==> src/rtl/reg_file_scoreboard_if.sv <==
// reg_file_scoreboard_if -- bundle of the read, writeback and issue signals
// of the register file scoreboard.
//   rd_addr      : NUM_RD packed read indices, port i at [i*ADDR_W +: ADDR_W]
//   rd_data      : NUM_RD packed read data, port i at [i*DATA_W +: DATA_W]
//   rd_busy      : per read port, source register is reserved
//   wr_en/wr_addr/wr_data : writeback strobe, index and data
//   iss_en/iss_addr       : issue strobe and destination index to reserve
//   flush        : clear all reservations
//   iss_conflict : issue targets an already-reserved register
//   busy_cnt     : number of reserved registers
// master = the pipeline driving the scoreboard, slave = the scoreboard.
interface reg_file_scoreboard_if #(
  parameter int ADDR_W = 5,
  parameter int DATA_W = 32,
  parameter int NUM_RD = 2
);
  logic [NUM_RD*ADDR_W-1:0] rd_addr;
  logic [NUM_RD*DATA_W-1:0] rd_data;
  logic [NUM_RD-1:0]        rd_busy;
  logic                     wr_en;
  logic [ADDR_W-1:0]        wr_addr;
  logic [DATA_W-1:0]        wr_data;
  logic                     iss_en;
  logic [ADDR_W-1:0]        iss_addr;
  logic                     flush;
  logic                     iss_conflict;
  logic [ADDR_W:0]          busy_cnt;

  modport master (
    output rd_addr, wr_en, wr_addr, wr_data, iss_en, iss_addr, flush,
    input  rd_data, rd_busy, iss_conflict, busy_cnt
  );

  modport slave (
    input  rd_addr, wr_en, wr_addr, wr_data, iss_en, iss_addr, flush,
    output rd_data, rd_busy, iss_conflict, busy_cnt
  );
endinterface

==> src/rtl/reg_file_scoreboard.sv <==
// reg_file_scoreboard -- register file with per-register busy (reservation)
// bits for hazard tracking.
//   clk   : rising-edge clock
//   rst_n : asynchronous active-low reset; clears data, busy bits and count
//   bus   : reg_file_scoreboard_if.slave (reads, writeback, issue, flush,
//           conflict flag and reserved-register count)
// Register 0 is hardwired to zero and can never be reserved. Reads are
// combinational with write-through bypass; a same-cycle writeback also
// releases the read hazard combinationally.
module reg_file_scoreboard #(
  parameter int ADDR_W = 5,
  parameter int DATA_W = 32,
  parameter int NUM_RD = 2
) (
  input  logic                   clk,
  input  logic                   rst_n,
  reg_file_scoreboard_if.slave   bus
);
  localparam int DEPTH = 1 << ADDR_W;

  // Entries need an asynchronous clear, so the file is built from flops.
  logic [DATA_W-1:0] r_mem [DEPTH];
  logic [DEPTH-1:0]  r_busy;
  logic [ADDR_W:0]   r_busy_cnt;

  logic [DEPTH-1:0]  w_busy_next;
  logic [ADDR_W:0]   w_busy_cnt_next;
  logic              w_wr_act;
  logic              w_iss_act;
  logic              w_set_new;
  logic              w_clr_old;

  // Register 0 is excluded from both writeback and issue.
  assign w_wr_act  = bus.wr_en  && (bus.wr_addr  != '0);
  assign w_iss_act = bus.iss_en && (bus.iss_addr != '0);

  assign bus.iss_conflict = w_iss_act && r_busy[bus.iss_addr] &&
                            !(w_wr_act && (bus.wr_addr == bus.iss_addr));
  assign bus.busy_cnt = r_busy_cnt;

  // Read ports: bypass the writeback data, and let a same-cycle writeback
  // release the busy flag.
  always_comb begin
    bus.rd_data = '0;
    bus.rd_busy = '0;
    for (int p = 0; p < NUM_RD; p++) begin
      logic [ADDR_W-1:0] ra;
      logic              byp;
      ra  = bus.rd_addr[p*ADDR_W +: ADDR_W];
      byp = w_wr_act && (bus.wr_addr == ra);
      bus.rd_data[p*DATA_W +: DATA_W] = byp ? bus.wr_data : r_mem[ra];
      bus.rd_busy[p] = r_busy[ra] && !byp;
    end
  end

  // Busy vector: flush clears everything, writeback clears its bit, issue
  // sets its bit last so a same-edge issue beats the writeback.
  always_comb begin
    w_busy_next = r_busy;
    if (bus.flush) begin
      w_busy_next = '0;
    end else if (w_wr_act) begin
      w_busy_next[bus.wr_addr] = 1'b0;
    end
    if (w_iss_act) begin
      w_busy_next[bus.iss_addr] = 1'b1;
    end
  end

  // Count tracks the vector incrementally: a newly reserved register adds
  // one, a released one (not re-reserved on the same edge) subtracts one.
  assign w_set_new = w_iss_act && !r_busy[bus.iss_addr];
  assign w_clr_old = w_wr_act && r_busy[bus.wr_addr] &&
                     !(w_iss_act && (bus.iss_addr == bus.wr_addr));

  always_comb begin
    w_busy_cnt_next = r_busy_cnt;
    if (bus.flush) begin
      w_busy_cnt_next = {{ADDR_W{1'b0}}, w_iss_act};
    end else begin
      w_busy_cnt_next = r_busy_cnt + {{ADDR_W{1'b0}}, w_set_new}
                                   - {{ADDR_W{1'b0}}, w_clr_old};
    end
  end

  always_ff @(posedge clk or negedge rst_n) begin
    if (!rst_n) begin
      r_busy     <= '0;
      r_busy_cnt <= '0;
    end else begin
      r_busy     <= w_busy_next;
      r_busy_cnt <= w_busy_cnt_next;
    end
  end

  // Entry 0 is only ever reset, so it always reads as zero.
  always_ff @(posedge clk or negedge rst_n) begin
    if (!rst_n) begin
      for (int e = 0; e < DEPTH; e++) begin
        r_mem[e] <= '0;
      end
    end else if (w_wr_act) begin
      r_mem[bus.wr_addr] <= bus.wr_data;
    end
  end
endmodule

==> src/flat_wrapper.sv <==
// flat-port wrapper written by rule: the top's interface ports become plain ports
module reg_file_scoreboard_flat 
#(
  parameter int ADDR_W = 5,
  parameter int DATA_W = 32,
  parameter int NUM_RD = 2
)
  (clk, rst_n, bus_rd_addr, bus_wr_en, bus_wr_addr, bus_wr_data, bus_iss_en, bus_iss_addr, bus_flush, bus_rd_data, bus_rd_busy, bus_iss_conflict, bus_busy_cnt);
  reg_file_scoreboard_if #(.ADDR_W(ADDR_W), .DATA_W(DATA_W), .NUM_RD(NUM_RD)) bus_i ();
  input  logic clk;
  input  logic rst_n;
  input wire logic [$bits(bus_i.rd_addr)-1:0] bus_rd_addr;
  input wire logic [$bits(bus_i.wr_en)-1:0] bus_wr_en;
  input wire logic [$bits(bus_i.wr_addr)-1:0] bus_wr_addr;
  input wire logic [$bits(bus_i.wr_data)-1:0] bus_wr_data;
  input wire logic [$bits(bus_i.iss_en)-1:0] bus_iss_en;
  input wire logic [$bits(bus_i.iss_addr)-1:0] bus_iss_addr;
  input wire logic [$bits(bus_i.flush)-1:0] bus_flush;
  output wire logic [$bits(bus_i.rd_data)-1:0] bus_rd_data;
  output wire logic [$bits(bus_i.rd_busy)-1:0] bus_rd_busy;
  output wire logic [$bits(bus_i.iss_conflict)-1:0] bus_iss_conflict;
  output wire logic [$bits(bus_i.busy_cnt)-1:0] bus_busy_cnt;
  assign bus_i.rd_addr = bus_rd_addr;
  assign bus_i.wr_en = bus_wr_en;
  assign bus_i.wr_addr = bus_wr_addr;
  assign bus_i.wr_data = bus_wr_data;
  assign bus_i.iss_en = bus_iss_en;
  assign bus_i.iss_addr = bus_iss_addr;
  assign bus_i.flush = bus_flush;
  assign bus_rd_data = bus_i.rd_data;
  assign bus_rd_busy = bus_i.rd_busy;
  assign bus_iss_conflict = bus_i.iss_conflict;
  assign bus_busy_cnt = bus_i.busy_cnt;
  reg_file_scoreboard #(.ADDR_W(ADDR_W), .DATA_W(DATA_W), .NUM_RD(NUM_RD)) u_core (.clk(clk), .rst_n(rst_n), .bus(bus_i));
endmodule
==> config.mk <==
export PLATFORM = sky130hd
export DESIGN_NAME = reg_file_scoreboard_flat
export DESIGN_NICKNAME = d
export VERILOG_FILES = /design/src/rtl/reg_file_scoreboard_if.sv /design/src/rtl/reg_file_scoreboard.sv /design/src/flat_wrapper.sv
export SDC_FILE = /design/constraint.sdc
export NUM_CORES = 2
export LEC_CHECK = 0
export ABC_AREA = 0
export BUFFER_PORTS_ARGS = -buffer_cell sky130_fd_sc_hd__buf_2
export CAP_MARGIN = 20
export CELL_PAD_IN_SITES_DETAIL_PLACEMENT = 0
export CELL_PAD_IN_SITES_GLOBAL_PLACEMENT = 1
export CORE_MARGIN = 10
export CORE_UTILIZATION = 54
export CTS_BUF_LIST = sky130_fd_sc_hd__clkbuf_4
export DETAILED_ROUTE_END_ITERATION = 10
export GPL_ROUTABILITY_DRIVEN = 0
export PLACE_DENSITY_LB_ADDON = 0.05
export SYNTH_ARGS = -nofsm -noshare
export SYNTH_HDL_FRONTEND = slang
export SYNTH_SLANG_ARGS = --single-unit
==> constraint.sdc <==
create_clock -name clk -period 3.6 [get_ports clk]
set_clock_uncertainty 0.15 [all_clocks]
set_input_delay 0.18 -clock clk [delete_from_list [all_inputs] [get_ports clk]]
set_output_delay 0.18 -clock clk [all_outputs]
set_load 0.1 [all_outputs]
==> impl_metrics.py <==
metrics = {
    "outcome": {
        "outcome": "completed",
    },
    "timing": {
        "worst_slew_pin_slew_ns": 1.13,
        "final_max_slew_viol_count": 0,
        "fmax_ghz": 0.283,
        "period_share": 0.981,
        "setup_violations": 0,
        "slew_headroom": 0.246,
        "hold_viol_final": 0,
        "period_minus_slack_ns": 3.53,
    },
    "layout": {
        "nNetsFinal": 5063,
        "stdcell_area_sq_um": 68700,
        "final_cells": 6618,
        "syn2layout_area_growth_pct": 15.9,
        "multi_input_area_sq_um": 30700,
        "fillCellCount": 8717,
        "drive_above_1_share": 0.389,
        "regArea_sq_um": 26600,
    },
    "pwr": {
        "power_density_nw_per_um2": 519,
        "peakVddDrop_v": 0.000361,
        "power_leakage_nw": 32.1,
        "total_power_mw": 35.6,
    },
    "routing": {
        "routedWlPerCell_um": 29.9,
        "route.detailed.drc": 0,
        "wirelength_um": 198000,
        "drtPass1Iterations": 6,
        "ant_nets": 0,
        "vias_per_cell": 6.52,
        "dr_total_vias": 43100,
        "drtIter0Drc": 3523,
    },
    "placement": {
        "dpl.hpwl_um": 113000,
        "numPortBuffers": 129,
        "dp.cells": 5988,
        "placed_cell_area_sq_um": 63300,
    },
    "synth": {
        "syn_nets": 4761,
        "yosysMostFrequentCell": "dfrtp_1",
        "synthCells": 4697,
        "synth-edff-count": 0,
        "synth_top_cell_by_area": "dfrtp_1",
        "yosysWarnings": 0,
        "ys_top_cells_by_area": "dfrtp_1 (45%), mux2_2 (19%), mux2i_1 (17%), a22oi_1 (3.3%), a221oi_1 (1.9%)",
        "yosysUniqueCellTypes": 50,
        "synth_commonest_cells": "dfrtp_1 (1062), mux2i_1 (1030), mux2_2 (994)",
        "synth.top_cell.area_share": 0.449,
        "synth_ff_type": "dfrtp_1",
        "synth.cell_area_sq_um": 59200,
        "ys_async_sr_fraction": 1.00,
        "syn_area_per_cell_sq_um": 12.6,
        "synth-seq-cells": 1062,
        "yosysSeqAreaShare": 0.449,
    },
    "setup_path": {
        "critPathLaunchType": "input port",
        "crit_family": "buffers and inverters",
        "slowest_delay_ns": 0.55,
        "crit_chain": "dlygate4sd3_1 -> buf_2 -> or2_1 -> o41ai_4 -> buf_4 -> nor4_2 -> buf_12 -> buf_12 -> o41ai_2 -> buf_6",
        "arrival_ns": 3.20,
        "worst_path_most_repeated_cell": "buf_12",
        "crit_type": "in2out",
        "crit_path_end_kind": "primary output",
        "critPathMaxFanout": 30,
        "cp_slowest_cell": "o41ai_2",
        "cp.buffers_inverters": 6,
        "cp.required_ns": 3.27,
    },
    "floorplanning": {
        "core_area_sq_um": 109000,
        "rows": 121,
        "die_x_um": 351,
        "start_util": 0.544,
        "dieArea_sq_um": 123000,
        "io-pin-count": 130,
        "die_h_um": 351,
    },
    "clock_tree": {
        "clk_latency_ns": 1.25,
        "cts-root-buf": "clkbuf_4",
        "htree_levels": 5,
        "clockBufferDepth": 4,
        "cts.sinks": 1062,
        "clkTransAtPathRegs_ns": 0.08,
        "tritoncts": "built",
        "cts_buffers": 311,
    },
    "grt": {
        "grt_use_met2": 0.511,
        "grt_pass1_vias": 44200,
        "overflow": 0,
        "met3_usage": 0.0607,
        "antenna_found_initial": 4,
        "met1_usage": 0.415,
        "grt_start_max_net_pins": 103,
        "grt_usage": 0.317,
        "grt.busiest_layer": "met2",
        "grt_pass1_wl_um": 293000,
    },
    "flow_run": {
        "maxCapViolations": 0,
    },
    "hold_path": {
        "hp-class": "in2reg",
    },
}
==> per-layer routing <==
metal  up-vias  share of wire  wire length [um]
li1      18600              -                 -
met1     22400           0.42             83500
met2      1621           0.47             93600
met3       468          0.063             12500
met4         0          0.042              8300
met5         -              0                 0
==> tightest hold or removal path: stages <==
cell	delay, ns
dlygate4sd3_1	0.53
buf_2	0.13
nand3_1	0.41
o21ai_0	0.17
==> metrics by stage <==
step                 util  TNS (ns)  hold slack, ns  worst slack (ns)
floorplan               -         0          -0.266            0.0736
global placement    0.582         0          0.0386             0.146
detailed placement  0.582         0          0.0363             0.189
CTS                 0.629         0        0.000751           0.00423
global route        0.631    -0.521          0.0305           -0.0466
finish              0.631         0          0.0777            0.0674
==> sequential cells by signal, indices dropped and copies added, names as in the netlist <==
register and flops:
u_core.r_mem 1024, u_core.r_busy 32, u_core.bus.busy_cnt 6
==> where the power goes <==
part           internal [mW]  switching [mW]
sequential              14.2            1.66
combinational           4.26            4.43
clock                   5.91            5.22
total                   24.3            11.3
==> logic make-up (layout without fill, tap and decap cells) <==
family | count (synthesis) | in the layout | synth area share
multiplexers | 2060 | 2060 | 0.377
flip-flops | 1062 | 1062 | 0.449
AO/OA/AOI/OAI | 813 | 813 | 0.111
buffers and inverters | 557 | 1054 | 0.0452
AND/OR/NAND/NOR | 179 | 179 | 0.0144
XOR/XNOR | 19 | 19 | 0.00281
adder cells (fa/ha/maj) | 7 | 7 | 0.00161
other | 0 | 10 | 0
==> cells in the final DEF, fill, tap and decap left out, drive strengths merged, types with 17 or more instances in the layout <==
master       Yosys  final
mux4            36     36
clkinv           0     49
o41ai           65     65
nor2            31     31
a22o           128    128
buf            278    403
a221oi         128    128
mux2i         1030   1030
o32ai           19     19
clkbuf         244    454
a22oi          257    257
inv             35     38
nand3b          17     17
dfrtp         1062   1062
a21oi          131    131
dlygate4sd3      0    106
nand2           81     81
mux2           994    994
o22ai           67     67
==> repair_timing <==
action | 4_1_cts | 5_1_grt
buffers inserted | 0 | 2
hold endpoints to repair | 2092 | 0
hold buffers | 107 | 0
setup endpoints to repair | 34 | 31
pin swaps | 13 | 28
resized for setup | 40 | 14
==> cell type report <==
class / instances / share of cell area
multi-input cells: 3078 / 0.447
flip-flops and latches: 1062 / 0.387
repair buffers: 511 / 0.0838
clock buffers: 453 / 0.0495
well taps: 1414 / 0.0258
clock inverters: 55 / 0.00417
inverters: 35 / 0.00191
diodes: 10 / 0.000365
==> final timing paths <==
kind / start / endpoint / slack, ns / depth (start not counted)
worst max-delay path: bus_wr_addr[1] / bus_rd_data[2] / 0.07 / 10
worst min register to register: u_core.r_mem[1013] / u_core.r_mem[1013] / 0.25 / 0
worst max register to register: u_core.r_busy[22] / u_core.bus.busy_cnt[4] / 0.41 / 13
min in group asynchronous: rst_n / u_core.r_mem[669] / 0.44 / 5
max in group asynchronous: rst_n / u_core.r_mem[944] / 1.73 / 7
worst min-delay path: bus_iss_en / u_core.r_busy[3] / 0.08 / 4
(Power assumes the default switching activity.)
